File: config.mk
export PLATFORM = sky130hd
export DESIGN_NAME = exec_hazard_ctrl
export DESIGN_NICKNAME = d
export VERILOG_FILES = /design/src/rtl/exec_hazard_ctrl.sv
export SDC_FILE = /design/constraint.sdc
export NUM_CORES = 1
export LEC_CHECK = 0
export CAP_MARGIN = 20
export CORE_UTILIZATION = 42
export DETAILED_ROUTE_END_ITERATION = 7
export GPL_TIMING_DRIVEN = 0
export PLACE_DENSITY = 0.82
export SLEW_MARGIN = 40
export SYNTH_ARGS = -nofsm -noshare
export SYNTH_HDL_FRONTEND = slang
export SYNTH_SLANG_ARGS = --single-unit
File: constraint.sdc
create_clock -name clk -period 4.45 [get_ports clk]
set_input_delay 0.89 -clock clk [delete_from_list [all_inputs] [get_ports clk]]
set_output_delay 0.89 -clock clk [all_outputs]
set_load 0.01 [all_outputs]
File: src/rtl/exec_hazard_ctrl.sv
// Execution-stage hazard controller: operand forwarding, load-use stall, taken-branch flush, multi-cycle MUL hold.
// Optional macro HAZARD_PERF_CNT_EN adds the perf_mul_stalls / perf_load_stalls / perf_flushes counters.
module exec_hazard_ctrl #(
    parameter int unsigned MUL_LATENCY = 32'd3
) (
    input  logic       clk,
    input  logic       rst_n,
    input  logic [4:0] rs1_ID,
    input  logic [4:0] rs2_ID,
    input  logic       uses_rs1_ID,
    input  logic       uses_rs2_ID,
    input  logic [4:0] rd_EX,
    input  logic       regwrite_EX,
    input  logic       memread_EX,
    input  logic       is_mul_EX,
    input  logic       branch_taken_EX,
    input  logic [4:0] rd_MEM,
    input  logic       regwrite_MEM,
    output logic [1:0] forward_select_A,
    output logic [1:0] forward_select_B,
    output logic       stall_front,
    output logic       bubble_EX,
    output logic       flush_ID,
    output logic       stall_pipe,
    output logic       wb_enable
`ifdef HAZARD_PERF_CNT_EN
    ,
    output logic [31:0] perf_mul_stalls,
    output logic [31:0] perf_load_stalls,
    output logic [31:0] perf_flushes
`endif
);

    typedef enum logic {
        ST_IDLE     = 1'b0,
        ST_MUL_BUSY = 1'b1
    } state_t;

    localparam bit         MUL_STALLS = (MUL_LATENCY > 32'd1);
    localparam logic [3:0] CNT_INIT   = 4'(MUL_LATENCY - 32'd2);

    localparam logic [1:0] FWD_RF  = 2'b00;
    localparam logic [1:0] FWD_WB  = 2'b01;
    localparam logic [1:0] FWD_MEM = 2'b10;

    state_t     r_state;
    state_t     w_state_nxt;
    logic [3:0] r_cnt;
    logic [3:0] w_cnt_nxt;
    logic       w_stall_pipe;
    logic       w_ex_rd_valid;
    logic       w_mem_rd_valid;
    logic       w_load_use;
    logic       w_stall_front;
    logic       w_bubble_ex;
    logic       w_flush_id;
    logic [1:0] r_fwd_a;
    logic [1:0] r_fwd_b;
    logic [1:0] w_fwd_a_nxt;
    logic [1:0] w_fwd_b_nxt;

    // Newest producer wins: EX result (via MEM path) before the older MEM result (via WB path).
    function automatic logic [1:0] fwd_code(
        input logic [4:0] rs,
        input logic       rs_used,
        input logic [4:0] rd_ex,
        input logic       ex_valid,
        input logic [4:0] rd_mem,
        input logic       mem_valid
    );
        logic [1:0] code;
        if (rs_used && ex_valid && (rs == rd_ex)) begin
            code = FWD_MEM;
        end else if (rs_used && mem_valid && (rs == rd_mem)) begin
            code = FWD_WB;
        end else begin
            code = FWD_RF;
        end
        return code;
    endfunction

    assign w_ex_rd_valid  = regwrite_EX  & (rd_EX  != 5'd0);
    assign w_mem_rd_valid = regwrite_MEM & (rd_MEM != 5'd0);
    assign w_load_use     = memread_EX & w_ex_rd_valid &
                            ((uses_rs1_ID & (rs1_ID == rd_EX)) |
                             (uses_rs2_ID & (rs2_ID == rd_EX)));

    // MUL sequencing: next state, countdown and the whole-pipeline stall.
    always_comb begin
        w_state_nxt  = r_state;
        w_cnt_nxt    = r_cnt;
        w_stall_pipe = 1'b0;
        case (r_state)
            ST_IDLE: begin
                if (is_mul_EX && MUL_STALLS) begin
                    w_stall_pipe = 1'b1;
                    w_state_nxt  = ST_MUL_BUSY;
                    w_cnt_nxt    = CNT_INIT;
                end else begin
                    w_state_nxt  = ST_IDLE;
                end
            end
            ST_MUL_BUSY: begin
                if (r_cnt != 4'd0) begin
                    w_stall_pipe = 1'b1;
                    w_cnt_nxt    = r_cnt - 4'd1;
                end else begin
                    // Result is ready; the MUL leaves EX at this edge.
                    w_state_nxt  = ST_IDLE;
                end
            end
            default: begin
                w_state_nxt = ST_IDLE;
                w_cnt_nxt   = 4'd0;
            end
        endcase
    end

    // Front-end control with priority: pipeline stall, then branch flush, then load-use.
    always_comb begin
        w_stall_front = 1'b0;
        w_bubble_ex   = 1'b0;
        w_flush_id    = 1'b0;
        if (w_stall_pipe) begin
            w_stall_front = 1'b0;
        end else if (branch_taken_EX) begin
            w_flush_id  = 1'b1;
            w_bubble_ex = 1'b1;
        end else if (w_load_use) begin
            w_stall_front = 1'b1;
            w_bubble_ex   = 1'b1;
        end else begin
            w_bubble_ex = 1'b0;
        end
    end

    // Forward codes for the instruction entering EX at the next edge.
    always_comb begin
        w_fwd_a_nxt = r_fwd_a;
        w_fwd_b_nxt = r_fwd_b;
        if (w_stall_pipe) begin
            w_fwd_a_nxt = r_fwd_a;
            w_fwd_b_nxt = r_fwd_b;
        end else if (w_bubble_ex) begin
            w_fwd_a_nxt = FWD_RF;
            w_fwd_b_nxt = FWD_RF;
        end else begin
            w_fwd_a_nxt = fwd_code(rs1_ID, uses_rs1_ID, rd_EX, w_ex_rd_valid, rd_MEM, w_mem_rd_valid);
            w_fwd_b_nxt = fwd_code(rs2_ID, uses_rs2_ID, rd_EX, w_ex_rd_valid, rd_MEM, w_mem_rd_valid);
        end
    end

    // FSM state and countdown registers.
    always_ff @(posedge clk or negedge rst_n) begin
        if (!rst_n) begin
            r_state <= ST_IDLE;
            r_cnt   <= 4'd0;
        end else begin
            r_state <= w_state_nxt;
            r_cnt   <= w_cnt_nxt;
        end
    end

    // Forward-select registers.
    always_ff @(posedge clk or negedge rst_n) begin
        if (!rst_n) begin
            r_fwd_a <= FWD_RF;
            r_fwd_b <= FWD_RF;
        end else begin
            r_fwd_a <= w_fwd_a_nxt;
            r_fwd_b <= w_fwd_b_nxt;
        end
    end

    assign forward_select_A = r_fwd_a;
    assign forward_select_B = r_fwd_b;
    assign stall_front      = w_stall_front;
    assign bubble_EX        = w_bubble_ex;
    assign flush_ID         = w_flush_id;
    assign stall_pipe       = w_stall_pipe;
    assign wb_enable        = ~w_stall_pipe;

`ifdef HAZARD_PERF_CNT_EN
    logic [31:0] r_perf_mul;
    logic [31:0] r_perf_load;
    logic [31:0] r_perf_flush;

    // Event counters; they keep counting while the pipeline is frozen and wrap naturally.
    always_ff @(posedge clk or negedge rst_n) begin
        if (!rst_n) begin
            r_perf_mul   <= 32'd0;
            r_perf_load  <= 32'd0;
            r_perf_flush <= 32'd0;
        end else begin
            r_perf_mul   <= r_perf_mul   + {31'd0, w_stall_pipe};
            r_perf_load  <= r_perf_load  + {31'd0, w_stall_front};
            r_perf_flush <= r_perf_flush + {31'd0, w_flush_id};
        end
    end

    assign perf_mul_stalls  = r_perf_mul;
    assign perf_load_stalls = r_perf_load;
    assign perf_flushes     = r_perf_flush;
`endif

endmodule

Word level (Yosys, flattened, before mapping). Index checks and enable logic that the tools add are counted.

Add/sub/neg operators: 1. Equality and inequality tests: 6. Muxes and demuxes: 19. Reductions and logical operators: 12. Bitwise operators: 9.

Operator list (count): $eq 5x5->1 (4); $mux 1 (11); $reduce_bool 5->1 (2); $logic_and 1x1->1 (8); $mux 2 (4); $mux 4 (2); $pmux 4 s2 (1); $and 1x1->1 (6); $reduce_bool 4->1 (1); $sub 4x1->4 const B (1); $ne 2x1->1 const B (1); $ne 2x2->1 const B (1); $not 1->1 (2); $pmux 1 s2 (1); $reduce_and 2->1 (1); $or 1x1->1 (1).

Logic and storage cells: 51. Flip-flop bits (word level): 9. Output and inout port bits: 9. Bits of input ports: 29.

Logic depth before layout (Yosys ltp).
Depth in word-level cells: 8. Gate-level depth with buffers: 7. Mapped depth without buffers: 7.

Worst setup path before layout. OpenSTA, ideal clock, no wires.

Kind: input-to-output. Start: in rd_EX[1]. End: out bubble_EX. Path buffers: 0. Arrival: 1.927 ns. Slack: 1.633 ns. Stages: 4. Data required time: 3.560 ns. Path through: or4_1 o21a_1 o2111ai_2 o21ai_0.

Longest elaborated chain between the ends: 7. Elaborated cells between the ends (all ways): 12. Those cells by class: eq/ne (2); mux (3); bitwise (6); reduce/logical (1).

Ends and longest elaborated chain: start: declaration (line 12) `input logic [4:0] rd_EX,`; $eq 5x5->1 (tied with other cells) (line 85) `((uses_rs1_ID & (rs1_ID == rd_EX)) |`; $and 1x1->1, on equally long branches (line 85, 82, 86); $or 1x1->1 or $and 1x1->1 (tied branches) (line 85, 84); $and 1x1->1 * (line 84) `assign w_load_use = memread_EX & w_ex_rd_valid &`; $mux 1 * (line 129) `end else if (w_load_use) begin`; $mux 1 * (line 126) `end else if (branch_taken_EX) begin`; $mux 1 * (line 124) `if (w_stall_pipe) begin`; end: declaration (line 22) `output logic bubble_EX,`.

Mark *: on every way between the ends. The rest lies on a longest branch, timed or not.

Final worst setup path. Same ends and word-level chain as after synthesis.

==> reports/metrics.yaml <==
run_status:
  status: "finished with violations"
  violations: "DRC"
worst_setup_path:
  critPathKind: "in -> out"
  r2r_setup_slack_ns: 2.56
  crit_path_frequent_cell: "clkdlybuf4s50_1"
  cp-start-kind: "input port"
  cp.required_ns: 3.56
  slowest_delay_ns: 0.55
  crit_chain: "clkdlybuf4s50_1, or4_1, o21a_1, o2111ai_2, o21ai_0, clkdlybuf4s50_1"
  critPathMaxFanout: 5
  arrival_ns: 2.96
  worstSetupEndpointType: "output pin"
  slowest_stage: "or4_1"
  r2r-start: "r_cnt[1]$_DFFE_PN0P_"
  startpoint: "rd_EX[1]"
clock_network:
  cts_buffers: 3
  worstSkewPairLatency_ns: 0.27
  clockBufferDepth: 2
  postCtsResizedCells: 0
  hold_buffers: 0
  path_clk_slew_ns: 0.06
  clk_root_buffer_cell: "clkbuf_4"
  cts_tree: "done"
  htreeDepth: 1
  cts_setup_buffers: 0
  clock-sinks: 9
route:
  antenna_left: 0
  drt_first_iter_violations: 15
  post_drt_wl_per_cell_um: 14.3
  firstDrtPassIters: 8
  via_per_inst: 5.41
  vias: 747
  routed_wirelength_mm: 1.97
  drc: 1
synth:
  synth_adder_area_share: 0.0337
  syn_nets: 112
  synthesis.area_per_instance_um2: 9.18
  yosysSeqAreaShare: 0.303
  synth_compound_area_frac: 0.158
  synthCells: 81
  ys_warn_count: 0
  ys_seq_elements: 9
  netlist_area_um2: 743
  muxShareOfSynthArea: 0.0438
  synth_top_cell_by_area: "dfrtp_1"
  netlist.area_leader.share: 0.303
  synth_top_family_by_area: "XOR/XNOR gates"
  netlist_top_cells_area: "dfrtp_1 30%, xor2_1 19%, xnor2_1 4.7%"
  synth-xor-area-share: 0.236
  ys_types: 30
  synthSimpleGateAreaFrac: 0.199
floorplan:
  dieWidth_um: 44.1
  dieArea_um2: 1940
  ios: 38
  die_h_um: 44.1
  coreArea_um2: 1580
  start_util: 0.471
  rows: 14
layout:
  final_nets: 154
  nFillCells: 121
  drive_gt1_frac: 0.0738
  final_cell_mix: "37 x clkdlybuf4s50_1, 16 x xor2_1, 9 x dfrtp_1"
  layout_commonest_cell: "clkdlybuf4s50_1"
  area.sequential_um2: 225
  area_delta_synth_final_pct: 56.1
  n_antenna_cell: 0
  multi_input_area_um2: 498
sta:
  rsz0062_at_grt: "no"
  fin_skew_ns: 0.00668
  tns_ns: 0
  finalSetupViolations: 0
  hold_viol: 0
  max_freq_ghz: 0.260
  finalCriticalPeriod_ns: 3.85
  maxSlewViolCount: 0
  tightestPinTransition_ns: 0.406
  maxSlewHeadroom: 0.728
  fin_crit_sh: 0.865
grt:
  grt-ovfl-total: 0
  grt_antenna_before_repair: 0
  grt_max_degree: 12
  grt_util_all_layers: 0.231
  grt_pass1_vias: 714
  grt_first_pass_wirelength_mm: 3.27
power_and_ir_drop:
  power.total_uw: 401
  p_leak_uw: 0.000478
  ir_worst_vdd_mv: 0.386
  powerDensity_nw_per_um2: 346
min_path:
  hp-start: "forward_select_A[1]$_DFFE_PN0N_"
  min_path_type: "reg -> reg"
placement:
  place_congestion: 0.836
  place_hpwl_mm: 1.68
  io_buffers: 37
job:
  maxCapViolations: 0
[power breakdown]
part           switching (uW)  total (uW)  internal [uW]
registers                17.6         122            104
logic                     104         217            113
clock network            28.1        62.7           34.5
total                     149         401            252
[stage by stage]
step | worst slack, ns | util | std cells | hold slack (ns) | instance area, um2
2_1_floorplan | 1.63 | - | 81 | 0.464 | 743
3_3_place_gp | 0.630 | 0.719 | 134 | 0.460 | 1130
3_5_place_dp | 0.602 | 0.719 | 134 | 0.480 | 1130
4_1_cts | 0.597 | 0.736 | 138 | 0.493 | 1160
5_1_grt | 0.434 | 0.736 | 138 | 0.523 | 1160
6_report | 0.600 | 0.736 | 138 | 0.481 | 1160
[logic make-up after synthesis]
logic type / Yosys count
flip-flops: 9
AND/OR/NAND/NOR: 27
adder cells (fa/ha/maj): 2
multiplexers: 2
AO/OA/AOI/OAI: 16
buffers and inverters: 5
XOR/XNOR: 20
[worst paths after layout]
path	end	depth (start not counted)
max in group asynchronous	r_cnt[1]$_DFFE_PN0P_	1
max reg2reg	forward_select_B[0]$_DFFE_PN0N_	6
min	forward_select_A[1]$_DFFE_PN0N_	2
max	bubble_EX	6
min in group asynchronous	forward_select_B[1]$_DFFE_PN0N_	1
min reg2reg	forward_select_A[1]$_DFFE_PN0N_	2
[state kept, by name, summed over array words and instances, names as in the netlist]
name,cells
forward_select_A,2
forward_select_B,2
r_cnt,4
r_state,1
[worst max-delay path: cells and delay by family]
kind / cells / cell delay [ns]
AOI/OAI and AO/OA: 3 / 0.54
and+or+nand+nor: 1 / 0.55
buffers and inverters: 2 / 0.98
[area by class of cell]
| cell class | count | area share |
|---|---|---|
| clock buffer | 4 | 0.0227 |
| sequential | 9 | 0.194 |
| tap | 16 | 0.0173 |
| timing repair buffer | 37 | 0.319 |
| inverter | 4 | 0.0129 |
| buffer | 1 | 0.00432 |
| multi-input combinational | 67 | 0.429 |
[synth_stat cells, drive strengths merged]
master	instances
ha	2
o2111a	1
nor3	1
o31ai	1
a21o	1
o2111ai	1
inv	4
or3b	1
nor4	4
xnor2	4
or4	2
nand2b	1
a32o	2
o21a	1
a31oi	1
or2b	1
nand3	4
or3	1
dfrtp	9
mux2i	2
nand2	6
o21ai	5
a21oi	2
o211ai	1
xor2	16
nor2	4
buf	1
and3	2
[per-layer routing]
metal / routed length [um] / global-route usage / vias up
met1: 930 / 0.318 / 340
met2: 906 / 0.344 / 25
met4: 20 / 0.0606 / 0
li1: - / - / 377
met5: 0 / 0 / -
met3: 112 / 0.0857 / 5
No activity file was read; power rests on OpenSTA's default activity.
